<file path="config.mk">
export PLATFORM = sky130hd
export DESIGN_NAME = sync_up_jk_flat
export DESIGN_NICKNAME = d
export VERILOG_FILES = /design/src/rtl/sync_up_jk_if.sv /design/src/rtl/sync_up_jk.sv /design/src/flat_wrapper.sv
export SDC_FILE = /design/constraint.sdc
export NUM_CORES = 1
export LEC_CHECK = 0
export ABC_AREA = 1
export BUFFER_PORTS_ARGS = -buffer_cell sky130_fd_sc_hd__buf_2
export CORE_AREA = 2 2 39 41
export DETAILED_ROUTE_END_ITERATION = 8
export DIE_AREA = 0 0 41 43
export GPL_TIMING_DRIVEN = 1
export HOLD_SLACK_MARGIN = 0.03
export PLACE_DENSITY_LB_ADDON = 0.3
export SETUP_SLACK_MARGIN = 0.4
export SLEW_MARGIN = 0
export SYNTH_ARGS = -nofsm -noshare
export SYNTH_HDL_FRONTEND = slang
export SYNTH_SLANG_ARGS = --single-unit
</file>
<file path="constraint.sdc">
create_clock -name clk -period 1.3 [get_ports clk]
set_input_delay 0.195 -clock clk [delete_from_list [all_inputs] [get_ports clk]]
set_output_delay 0.195 -clock clk [all_outputs]
set_load 0.005 [all_outputs]
</file>
<file path="src/rtl/sync_up_jk_if.sv">
// sync_up_jk_if: control/status bundle for the sync_up_jk counter.
//   master modport (sequencer side): drives en, load, clr, din; observes q, tc, wrap,
//                                    j_dbg, k_dbg.
//   slave modport  (counter side)  : the reverse.
// Signals:
//   en    - count enable
//   load  - synchronous load strobe, din is the load value
//   clr   - synchronous clear
//   q     - registered count
//   tc    - terminal count (combinational)
//   wrap  - registered one-cycle wrap pulse
//   j_dbg - per-bit J excitation applied at the current edge
//   k_dbg - per-bit K excitation applied at the current edge
interface sync_up_jk_if #(
    parameter int WIDTH = 4
);
    logic             en;
    logic             load;
    logic             clr;
    logic [WIDTH-1:0] din;
    logic [WIDTH-1:0] q;
    logic             tc;
    logic             wrap;
    logic [WIDTH-1:0] j_dbg;
    logic [WIDTH-1:0] k_dbg;

    modport master (
        output en, load, clr, din,
        input  q, tc, wrap, j_dbg, k_dbg
    );

    modport slave (
        input  en, load, clr, din,
        output q, tc, wrap, j_dbg, k_dbg
    );
endinterface

</file>
<file path="src/rtl/sync_up_jk.sv">
// sync_up_jk: synchronous modulo-MOD up counter whose state bits are JK flip-flop cells.
// Each bit is updated only through J/K excitation and the JK characteristic equation.
// Parameters: WIDTH (2..16) is the counter width; the modulus (2..2^WIDTH) sets the
// count range 0..MOD-1.
// Ports:
//   clk   - rising-edge clock
//   reset - asynchronous active-low reset (q=0, wrap=0, tc=0 while low)
//   bus   - sync_up_jk_if.slave: en/load/clr/din in; q/tc/wrap/j_dbg/k_dbg out
// Build option:
//   SYNC_UP_JK_SAT_EN - when defined the counter saturates at MOD-1 instead of wrapping,
//                       and wrap is never asserted.
module sync_up_jk #(
    parameter int WIDTH = 4,
    parameter int MOD   = 10
) (
    input  logic         clk,
    input  logic         reset,
    sync_up_jk_if.slave  bus
);
    localparam logic [WIDTH:0]   MOD_EXT = (WIDTH+1)'(MOD);
    localparam logic [WIDTH-1:0] LAST    = WIDTH'(MOD - 1);

    logic [WIDTH-1:0] q_r;
    logic [WIDTH-1:0] n;
    logic [WIDTH-1:0] j;
    logic [WIDTH-1:0] k;
    logic [WIDTH-1:0] q_next;
    logic             wrap_r;
    logic             wrap_set;
    logic             at_last;

    // Target value selection, then JK excitation toward it.
    always_comb begin
        at_last  = (q_r == LAST);
        n        = q_r;
        wrap_set = 1'b0;
        if (bus.clr) begin
            n = '0;
        end else if (bus.load) begin
            // Out-of-range load values clamp to zero.
            n = ({1'b0, bus.din} >= MOD_EXT) ? '0 : bus.din;
        end else if (bus.en) begin
            if ({1'b0, q_r} >= MOD_EXT) begin
                // Illegal state recovery: back to zero without a wrap pulse.
                n = '0;
            end else if (at_last) begin
`ifdef SYNC_UP_JK_SAT_EN
                n = q_r;
`else
                n        = '0;
                wrap_set = 1'b1;
`endif
            end else begin
                n = q_r + WIDTH'(1);
            end
        end
        j      = ~q_r & n;
        k      = q_r & ~n;
        q_next = (j & ~q_r) | (~k & q_r);
    end

    always_ff @(posedge clk or negedge reset) begin
        if (!reset) begin
            q_r    <= '0;
            wrap_r <= 1'b0;
        end else begin
            q_r    <= q_next;
            wrap_r <= wrap_set;
        end
    end

    assign bus.q     = q_r;
    assign bus.wrap  = wrap_r;
    assign bus.tc    = reset & at_last & bus.en;
    assign bus.j_dbg = j;
    assign bus.k_dbg = k;
endmodule

</file>
<file path="src/flat_wrapper.sv">
// flat-port wrapper written by rule: the top's interface ports become plain ports
module sync_up_jk_flat 
#(
    parameter int WIDTH = 4,
    parameter int MOD   = 10
)
  (clk, reset, bus_en, bus_load, bus_clr, bus_din, bus_q, bus_tc, bus_wrap, bus_j_dbg, bus_k_dbg);
  sync_up_jk_if #(.WIDTH(WIDTH)) bus_i ();
  input  logic clk;
  input  logic reset;
  input wire logic [$bits(bus_i.en)-1:0] bus_en;
  input wire logic [$bits(bus_i.load)-1:0] bus_load;
  input wire logic [$bits(bus_i.clr)-1:0] bus_clr;
  input wire logic [$bits(bus_i.din)-1:0] bus_din;
  output wire logic [$bits(bus_i.q)-1:0] bus_q;
  output wire logic [$bits(bus_i.tc)-1:0] bus_tc;
  output wire logic [$bits(bus_i.wrap)-1:0] bus_wrap;
  output wire logic [$bits(bus_i.j_dbg)-1:0] bus_j_dbg;
  output wire logic [$bits(bus_i.k_dbg)-1:0] bus_k_dbg;
  assign bus_i.en = bus_en;
  assign bus_i.load = bus_load;
  assign bus_i.clr = bus_clr;
  assign bus_i.din = bus_din;
  assign bus_q = bus_i.q;
  assign bus_tc = bus_i.tc;
  assign bus_wrap = bus_i.wrap;
  assign bus_j_dbg = bus_i.j_dbg;
  assign bus_k_dbg = bus_i.k_dbg;
  sync_up_jk #(.WIDTH(WIDTH), .MOD(MOD)) u_core (.clk(clk), .reset(reset), .bus(bus_i));
endmodule
</file>
## Yosys cells after proc, flatten, opt, wreduce, memory -nomap -nowiden

Index checks and enable logic that the tools add are counted.

| word-level totals | value |
|---|---|
| register bits after elaboration | 5 |
| bits of input ports | 9 |

| operators by class | value |
|---|---|
| add/subtract/negate cells | 1 |
| magnitude comparators | 2 |
| equality and inequality tests | 1 |
| mux-type cells | 11 |
| bitwise gates (word level) | 10 |

Operators with widths:

| operator | number |
|---|---|
| $mux 4 | 6 |
| $and 4x4->4 | 4 |
| $not 4->4 | 3 |
| $ge 4x4->1 const B | 2 |
| $mux 1 | 5 |
| $add 4x1->4 const B | 1 |
| $eq 4x4->1 const B | 1 |
| $or 4x4->4 | 1 |
| $and 1x1->1 | 2 |

## Depth between registers and ports, before layout

Gate-level depths: netlist (run 1).

| depth | value |
|---|---|
| word-level depth | 11 |
| mapped depth | 8 |
| mapped depth without buffers | 7 |

## Worst setup path after synthesis (run 1)

Ideal clock, no wire load.

| path | value |
|---|---|
| path kind | reg-to-output |
| start point | register u_core.q_r[1] (netlist: u_core.bus.q[1]) |
| end point | output bus_j_dbg[2] |
| data arrival time | 0.973 ns |
| data required time | 1.105 ns |
| setup slack | 0.132 ns |
| stages on the path, launching flop included | 7 |
| buffers on the path | 1 |
| path through | dfrtp_1 -> buf_6 -> o21ai_1 -> nand3_1 -> nand2_1 -> nand2_2 -> nor2_2 |

| between the ends | value |
|---|---|
| word-level cells in the longest chain between the ends | 7 |
| elaborated cells between the ends (all ways) | 9 |

Ends and longest elaborated chain:

| what | line | RTL |
|---|---|---|
| start, declared | sync_up_jk.sv:23 | `logic [WIDTH-1:0] q_r;` |
| start signal, assigned | sync_up_jk.sv:67 | `q_r <= q_next;` |
| $add 4x1->4 / $eq 4x4->1 (equally long branches) | sync_up_jk.sv:54, sync_up_jk.sv:34 |  |
| $mux 4 | sync_up_jk.sv:46 | `end else if (at_last) begin` |
| $mux 4 * | sync_up_jk.sv:43 | `if ({1'b0, q_r} >= MOD_EXT) begin` |
| $mux 4 * | sync_up_jk.sv:42 | `end else if (bus.en) begin` |
| $mux 4 * | sync_up_jk.sv:39 | `end else if (bus.load) begin` |
| $mux 4 * | sync_up_jk.sv:37 | `if (bus.clr) begin` |
| $and 4x4->4 * | sync_up_jk.sv:57 | `j = ~q_r & n;` |
| end, declared | flat_wrapper.sv:18 | `output wire logic [$bits(bus_i.j_dbg)-1:0] bus_j_dbg;` |

Every way passes the cells marked *; elsewhere a longest branch is shown, timed or not.

## Final worst setup path (run 1)

| path | value |
|---|---|
| start point | register u_core.q_r[1] (netlist: u_core.bus.q[1]) |
| end point | output bus_k_dbg[1] |

| between the ends | value |
|---|---|
| word-level cells in the longest chain between the ends | 8 |
| elaborated cells between the ends (all ways) | 10 |

Ends and longest elaborated chain:

| what | line | RTL |
|---|---|---|
| $add 4x1->4 / $eq 4x4->1 (equally long branches) | sync_up_jk.sv:54, sync_up_jk.sv:34 |  |
| $mux 4 | sync_up_jk.sv:46 |  |
| $mux 4 | sync_up_jk.sv:43 |  |
| $mux 4 | sync_up_jk.sv:42 |  |
| $mux 4 | sync_up_jk.sv:39 |  |
| $mux 4 | sync_up_jk.sv:37 |  |
| $not 4->4 | sync_up_jk.sv:58 | `k = q_r & ~n;` |
| $and 4x4->4 * | sync_up_jk.sv:58 |  |
| end, declared | flat_wrapper.sv:19 | `output wire logic [$bits(bus_i.k_dbg)-1:0] bus_k_dbg;` |

Marks and branches as above.

==> impl_summary.md, run 1 <==
Floorplanning
The floorplan step set the die height to around 43 um. 23 I/O pins were placed. The initial utilization of the core area, before any placement, comes to between 30 and 40%. From left edge to right edge, the die measures just over 40 um. The area of the die is 1760 um2. Row generation in the floorplan step produced 14 rows. The total area inside the core boundary comes to 1380 um2.

STA
The max-slew violation count is 0. The post-route clock skew is 5.45 ps. The worst slew margin relative to its limit is slightly above 80%. Based on the critical path, the design can be clocked at up to 616 MHz. The final period demand of the worst path is 1620 ps.

The worst-case hold slack is 153 ps. The post-route clock period utilization is 125%. Setup repair after global routing could not meet its margin everywhere. The final critical-path setup slack is -323 ps. The count of endpoints failing hold in the final timing report was 0.

The number of setup violations in the final report is 9. The actual transition at the worst max-transition pin is 261 ps.

Layout
0 antenna diodes ended up in the layout. The net count of the finished layout is 121. In the final layout, the share of cells above drive strength 1 is 65.8%. From synthesis to final layout, the design area changed by 78.9%.

Route
The DRC marker count from the first detailed-route iteration is 10. The count of TritonRoute iterations in the first routing pass is 4. Wires add up to 1.60 mm. The count of unresolved DRC violations after routing is 0.

Once detail routing completed, the nets flagged for antenna violations numbered 0. The wire length per cell is 12.6 um. After detailed routing, the number of vias per cell comes to between 5 and 6.

The total vias in the final route is around 640.

Clock network
The number of sinks driven by the clock tree is 5. The clock-pin slew on the worst setup and hold paths is 50 ps. The number of buffers created by CTS is 3. The total number of H-tree levels is 1. In this run the deepest clock path goes through 2 buffers. TritonCTS built the clock tree.

The tree is rooted in a clkbuf_4. The worst-skew pair later-pin latency is 250 ps.

Pwr
The overall power of the completed layout is between 0.6 and 0.7 mW. VDD sags by at most 529 uV. Power spread over the standard cell area amounts to 745 nW/um2. The leakage power total is between 0.4 and 0.5 nW.

Setup path
Measured in cells, the most critical reg-to-reg path has a length of 6. The endpoint of the lowest-slack register-to-register path is u_core.bus.q[1]$_DFF_PN0_. STA classifies the critical path endpoint as an output pin. Along the worst path, the maximum fanout reaches 6. The data arrival time of the critical path is approximately 1400 ps. The critical path is of the reg2out type. The worst register-to-register path begins at u_core.bus.q[1]$_DFF_PN0_. The critical path starts at u_core.bus.q[1]$_DFF_PN0_. The required time of the worst setup path is 1110 ps. The critical path ends at bus_k_dbg[1]. The worst setup path is launched from a register. Setup slack on the worst reg-to-reg path comes out at 90 ps.

Synth
In this run the mean area of a mapped cell was 6.59 um2. Counting every net in the synthesized netlist gives a little over 80. In this run the cell area of the synthesized design comes to around 470 um2. Of all cell types, the one taking the most synthesized area is dfrtp_1. For this run, the number of Yosys warnings is 0.

The register area share after synthesis is 26.4%. The fraction of post-synthesis cell area in the top cell type by area is 26.4%. By area the synthesized netlist is led by dfrtp_1 26%, nand2_1 13%, nor2_1 7.9%. Synthesis inferred 5 register bits. Yosys mapped the design onto 19 distinct sky130hd cell types. The post-synthesis instance total is 72.

Worst hold path
The worst hold path cell count is 2. The type of the most critical hold path is in2reg.

GRT
The wire length of the first global-routing pass is 2.15 mm. Summed over all layers, the global routing overflow is 0. The initial antenna violation count is 0.

Entering global routing, the biggest net connects 10 pins. The via count of the first global-routing pass is 537. For this run, the total global-route usage over all layers was measured as 18.2%.

Placement
The global placer's final weighted congestion is ~0.77. Port buffering added 22 buffers. Detailed placement ended at an HPWL of 916 um.

Run status
The run finished, with violations left. The final reports fail on setup timing.

Flow run
The max capacitance violation total is 0.
[flip-flops by register name (all words and copies together) (netlist names)]
register	flops
u_core.bus.q	4
u_core.bus.wrap	1
[worst min path at each step]
stage	to	start
after floorplan	u_core.bus.q[0]$_DFF_PN0_	reset
after global placement	u_core.bus.wrap$_DFF_PN0_	reset
after detailed placement	u_core.bus.q[3]$_DFF_PN0_	reset
after CTS	u_core.bus.wrap$_DFF_PN0_	bus_clr
after global routing	u_core.bus.wrap$_DFF_PN0_	bus_clr
final	u_core.bus.wrap$_DFF_PN0_	bus_clr
[through the flow]
| step | util [%] | instance area, um2 | setup WS [ps] | TNS, ps | cells |
|---|---|---|---|---|---|
| 6_report | 61.3 | 848 | -323 | -2170 | 127 |
| 5_1_grt | 61.3 | 848 | -364 | -2730 | 127 |
| 4_1_cts | 55.8 | 772 | -236 | -1790 | 123 |
| 3_5_place_dp | 45.9 | 636 | -23.1 | -52.4 | 112 |
| 3_3_place_gp | 45.9 | 636 | -6.64 | -11.2 | 112 |
| 2_1_floorplan | - | 498 | 165 | 0 | 72 |
[cell usage after synthesis]
cell type   n
nand2_1    16
nor2_1     10
inv_1       6
inv_2       6
dfrtp_1     5
nand3_1     5
nor2_2      5
a21oi_1     3
nand3_2     3
o21ai_1     3
buf_6       2
a21boi_1    1
a21oi_2     1
buf_4       1
nand2_2     1
nand3b_1    1
nand4_1     1
nor2_4      1
nor4_2      1
[what timing repair did]
action,CTS,global route
setup buffers,6,4
hold buffers,1,0
pin swaps,0,5
setup endpoints to repair,19,19
gates resized for setup,15,14
hold endpoints to repair,5,0
gates cloned,0,0
[cell type report]
type | instances | area [um2]
inverter | 12 | 45.0
timing repair buffer | 38 | 295
tap | 16 | 20.0
clock buffer | 4 | 26.3
sequential | 5 | 130
fill | 115 | 536
multi-input combinational | 52 | 332
[layer usage]
layer / up-vias / share of wire (%) / wire (um) / global-route usage [%]
li1: 303 / - / - / -
met1: 308 / 36 / 572 / 17.7
met2: 29 / 55 / 881 / 33.8
met3: 4 / 7.3 / 117 / 7.85
met4: 0 / 1.6 / 25 / 2.00
met5: - / 0 / 0 / 0
[worst max-delay path, stage by stage (launching register included)]
cell and delay [ps]:
dfrtp_2 470, buf_6 150, a21oi_2 110, o21ai_1 80, nand2_1 100, inv_2 60
nor2_2 90, buf_2 110
[cell usage in the layout, fill, tap and decap left out, drive strengths merged]
cell	n
a21oi	4
clkbuf	4
a21boi	1
buf	37
dlygate4sd3	1
dfrtp	5
nand3b	1
nor2	16
nand4	1
nor4	1
nand2	17
inv	12
nand3	8
o21ai	3
[power by group]
part | internal [mW] | switching [mW]
Clock | 0.117 | 0.0745
Sequential | 0.166 | 0.0182
Combinational | 0.130 | 0.126
Total | 0.414 | 0.219
[cells by family (layout without fill, tap and decap cells)]
group / Yosys count / in the layout / share of synthesized area [%]
compound gates: 8 / 8 / 9.76
buf+inv: 15 / 54 / 15.8
flops: 5 / 5 / 26.4
simple gates: 44 / 44 / 48.0
(Power assumes the default switching activity.)
==> run 2, diff against run 1 <==
--- a/config.mk
+++ b/config.mk
@@ -13,8 +13,9 @@
 export GPL_TIMING_DRIVEN = 1
 export HOLD_SLACK_MARGIN = 0.03
 export PLACE_DENSITY_LB_ADDON = 0.3
+export RECOVER_POWER = 100
 export SETUP_SLACK_MARGIN = 0.4
-export SLEW_MARGIN = 0
+export SLEW_MARGIN = 20
 export SYNTH_ARGS = -nofsm -noshare
 export SYNTH_HDL_FRONTEND = slang
 export SYNTH_SLANG_ARGS = --single-unit
==> constraint.sdc (replaced) <==
create_clock -name clk -period 2.1 [get_ports clk]
set_input_delay 0.315 -clock clk [delete_from_list [all_inputs] [get_ports clk]]
set_output_delay 0.315 -clock clk [all_outputs]
set_load 0.005 [all_outputs]
==> run 2 against run 1 <==
  * The flow now finishes without violations
  * Total power shrank 48%
  * Wire length decreased by 25%
  * Die area stayed put
==> impl_summary.md, run 2 (synthesized netlist as in run 1, its figures left out) <==
Placement
The post-placement cell count is 107 (was 112). The quantity of I/O buffers inserted on ports came to 22 (unchanged). The total half-perimeter wirelength after legalization and detailed placement is 849 um (was 916 um). The global placer's final weighted congestion is 0.796 (was 0.769). The pre-CTS setup slack is 625 ps (was -23.1 ps).

GRT
The total global-route track usage came to 14.5% (was 18.2%). The via count of the first global-routing pass was 398 (was 537). The maximum number of pins on one net before global-route repair is 14 (was 10). The initial antenna violation count is 0 (unchanged). The wire length of the first global-routing pass is 1.68 mm (was 2.15 mm). The aggregate global routing overflow is 0 (unchanged).

STA
The final critical-path setup slack is 335 ps (was -323 ps). The final period demand of the worst path is around 1800 ps. The post-route clock period utilization is 84.1%. The number of setup violations in the final report is 0 (was 9). The worst slew margin relative to its limit is 78.5% (was 82.5%).

The achievable clock frequency is 567 MHz. The worst-case hold slack is 270 ps (was 153 ps). The total negative slack for setup checks was 0 ps (was -2170 ps).

The max-slew violation count is 0 (unchanged). The post-route clock skew came to 4.52 ps (was 5.45 ps). The count of endpoints failing hold in the final timing report is 0 (unchanged). RSZ-0062 raised after global routing: true (unchanged). The actual transition at the worst max-transition pin is 322 ps (was 261 ps).

Pwr
The leakage power total was 0.382 nW (was 0.449 nW). The ratio of total power to cell area is 494 nW/um2 (was 745 nW/um2). The sequential cell fraction of total power is 34.5% (was 29.2%). The overall power of the completed layout is 0.330 mW (was 0.632 mW).

The clock network power share is 33.9% (was 30.2%). The worst voltage drop across the vdd grid is 334 uV (was 529 uV). The net switching power figure is 0.109 mW (was 0.219 mW).

The combinational group share of total power is 31.7% (was 40.6%). The switching part of the total is 33.1% (was 34.6%). The design internal power came to 0.221 mW (was 0.414 mW).

Clock network
The worst-skew pair later-pin latency is 240 ps (was 250 ps). The total number of H-tree levels is 1 (unchanged). The cell at the root of the clock tree is clkbuf_4 (unchanged).

The number of sinks driven by the clock tree was 5 (unchanged). The number of buffers created by CTS came to 3 (unchanged). The maximum root-to-sink buffer count is 2 (unchanged). The clock-pin slew on the worst setup and hold paths is 50 ps (about the same). The clock tree from TritonCTS is built (unchanged).

Layout
The flip-flop count of the largest register, all copies and words added was 4 (unchanged). The most common cell after layout, fill and taps aside was buf_2 (unchanged). The fraction of final layout cells sized beyond drive strength 1 is 46.5% (was 65.8%). The number of diodes added for antenna fixing is 0 (unchanged). The number of inserted filler cells in the final layout came to 145 (was 115). The number of nets in the finished design is 111 (was 121).

The non-filler instance count after layout is 117 (was 127). The total area of multi-input combinational cells came to 290 um2 (was 332 um2). The area growth from synthesis to layout is 41.2% (was 78.9%). The total area of sequential cells is 126 um2 (was 130 um2).

Highest-count cells in the layout ignoring fill and taps: 18 x buf_2, 12 x nand2_1, 11 x nor2_1 (was 18 x buf_2, 14 x buf_6, 13 x nand2_1).

Floorplanning
The starting density of the core came to 34.3% (unchanged). The area of the die was 1760 um2 (unchanged). The core area is 1380 um2 (unchanged). The floorplan die width was 41 um (unchanged). The die span in y came to 43 um (unchanged). The cell row count is 14 (unchanged).

The number of I/O pins was 23 (unchanged).

Setup path
The largest fanout of any net on the critical path is 7 (was 6). The endpoint of the lowest-slack register-to-register path is u_core.bus.q[1]$_DFF_PN0_ (unchanged). The reg-to-reg startpoint is u_core.bus.q[3]$_DFF_PN0_ (was u_core.bus.q[1]$_DFF_PN0_). The required time of the worst setup path is 1780 ps (was 1110 ps). The worst reg-to-reg path cell count came to 6 (unchanged).

The critical path launch point type is a register (unchanged). The critical path capture point is bus_j_dbg[1] (was bus_k_dbg[1]). The launch point of the critical path is u_core.bus.q[3]$_DFF_PN0_ (was u_core.bus.q[1]$_DFF_PN0_). The data arrival time of the critical path is 1450 ps (was 1430 ps). The slack of the worst reg-to-reg path is 920 ps (was 90 ps).

The category of the critical setup timing path is reg2out (unchanged). The type of element capturing the critical path was an output pin (unchanged).

Route
The count of TritonRoute iterations in the first routing pass is 4 (unchanged). The total wire length is 1.20 mm (was 1.60 mm). The wire length per cell is 10.3 um (was 12.6 um).

The via density per instance was 4.65 (was 5.07). The post-detailed-route count of antenna-violating nets was 0 (unchanged). The total vias in the final route is 544 (was 644). The DRC marker count from the first detailed-route iteration is 5 (was 10). The count of unresolved DRC violations after routing was 0 (unchanged).

Worst hold path
The source of the worst hold timing path is bus_clr (unchanged). The type of the most critical hold path is in2reg (unchanged).

Flow run
The max capacitance violation total was 0 (unchanged).

Run status
Status: finished clean (was finished with violations).
run 2: layout make-up:
class	instances	share of cell area [%]
timing repair buffer	28	23.7
clock buffer	4	3.93
multi-input combinational	52	43.4
inverter	12	7.10
sequential	5	18.9
tap	16	2.99
run 2: worst min-delay path by stage:
stage                                           end  slack, ps  cells past startpoint
final                     u_core.bus.wrap$_DFF_PN0_        270                      2
after floorplan           u_core.bus.q[0]$_DFF_PN0_         20                      0
after global placement    u_core.bus.q[3]$_DFF_PN0_        140                      1
after CTS                 u_core.bus.wrap$_DFF_PN0_        270                      2
after detailed placement  u_core.bus.q[3]$_DFF_PN0_        140                      1
after global routing      u_core.bus.wrap$_DFF_PN0_        250                      2
run 2: metrics by stage:
step                instance area [um2]  utilization, %
detailed placement                  574            41.5
global route                        669            48.4
global placement                    574            41.5
finish                              669            48.4
floorplan                           474               -
CTS                                 612            44.2
run 2: routing by layer:
metal / share of wire (%) / vias up / global-route usage [%]
met1: 39 / 236 / 16.9
met5: 0 / - / 0
met2: 52 / 21 / 21.3
li1: - / 285 / -
met4: 1.6 / 0 / 6.00
met3: 7.1 / 2 / 7.85
run 2: what timing repair did:
action	CTS	global route
buffers inserted	0	5
hold endpoints to repair	5	0
gates resized for setup	1	14
hold buffers	1	0
pin swaps	0	6
setup endpoints to repair	3	8
run 2: power by group through the flow:
stage / registers (mW) / clock network (mW) / logic [mW]
2_1_floorplan: 0.111 / 0 / 0.0631
3_3_place_gp: 0.118 / 0 / 0.0843
3_5_place_dp: 0.118 / 0 / 0.0846
4_1_cts: 0.117 / 0.115 / 0.0864
5_1_grt: 0.115 / 0.128 / 0.118
6_report: 0.114 / 0.112 / 0.105
run 2: worst max-delay path, stage by stage (launching register included):
cell and delay [ps]:
dfrtp_1 480, inv_4 120, nand3_2 70, o21ai_0 200, nand2_2 90, nor2_1 120, buf_2 120
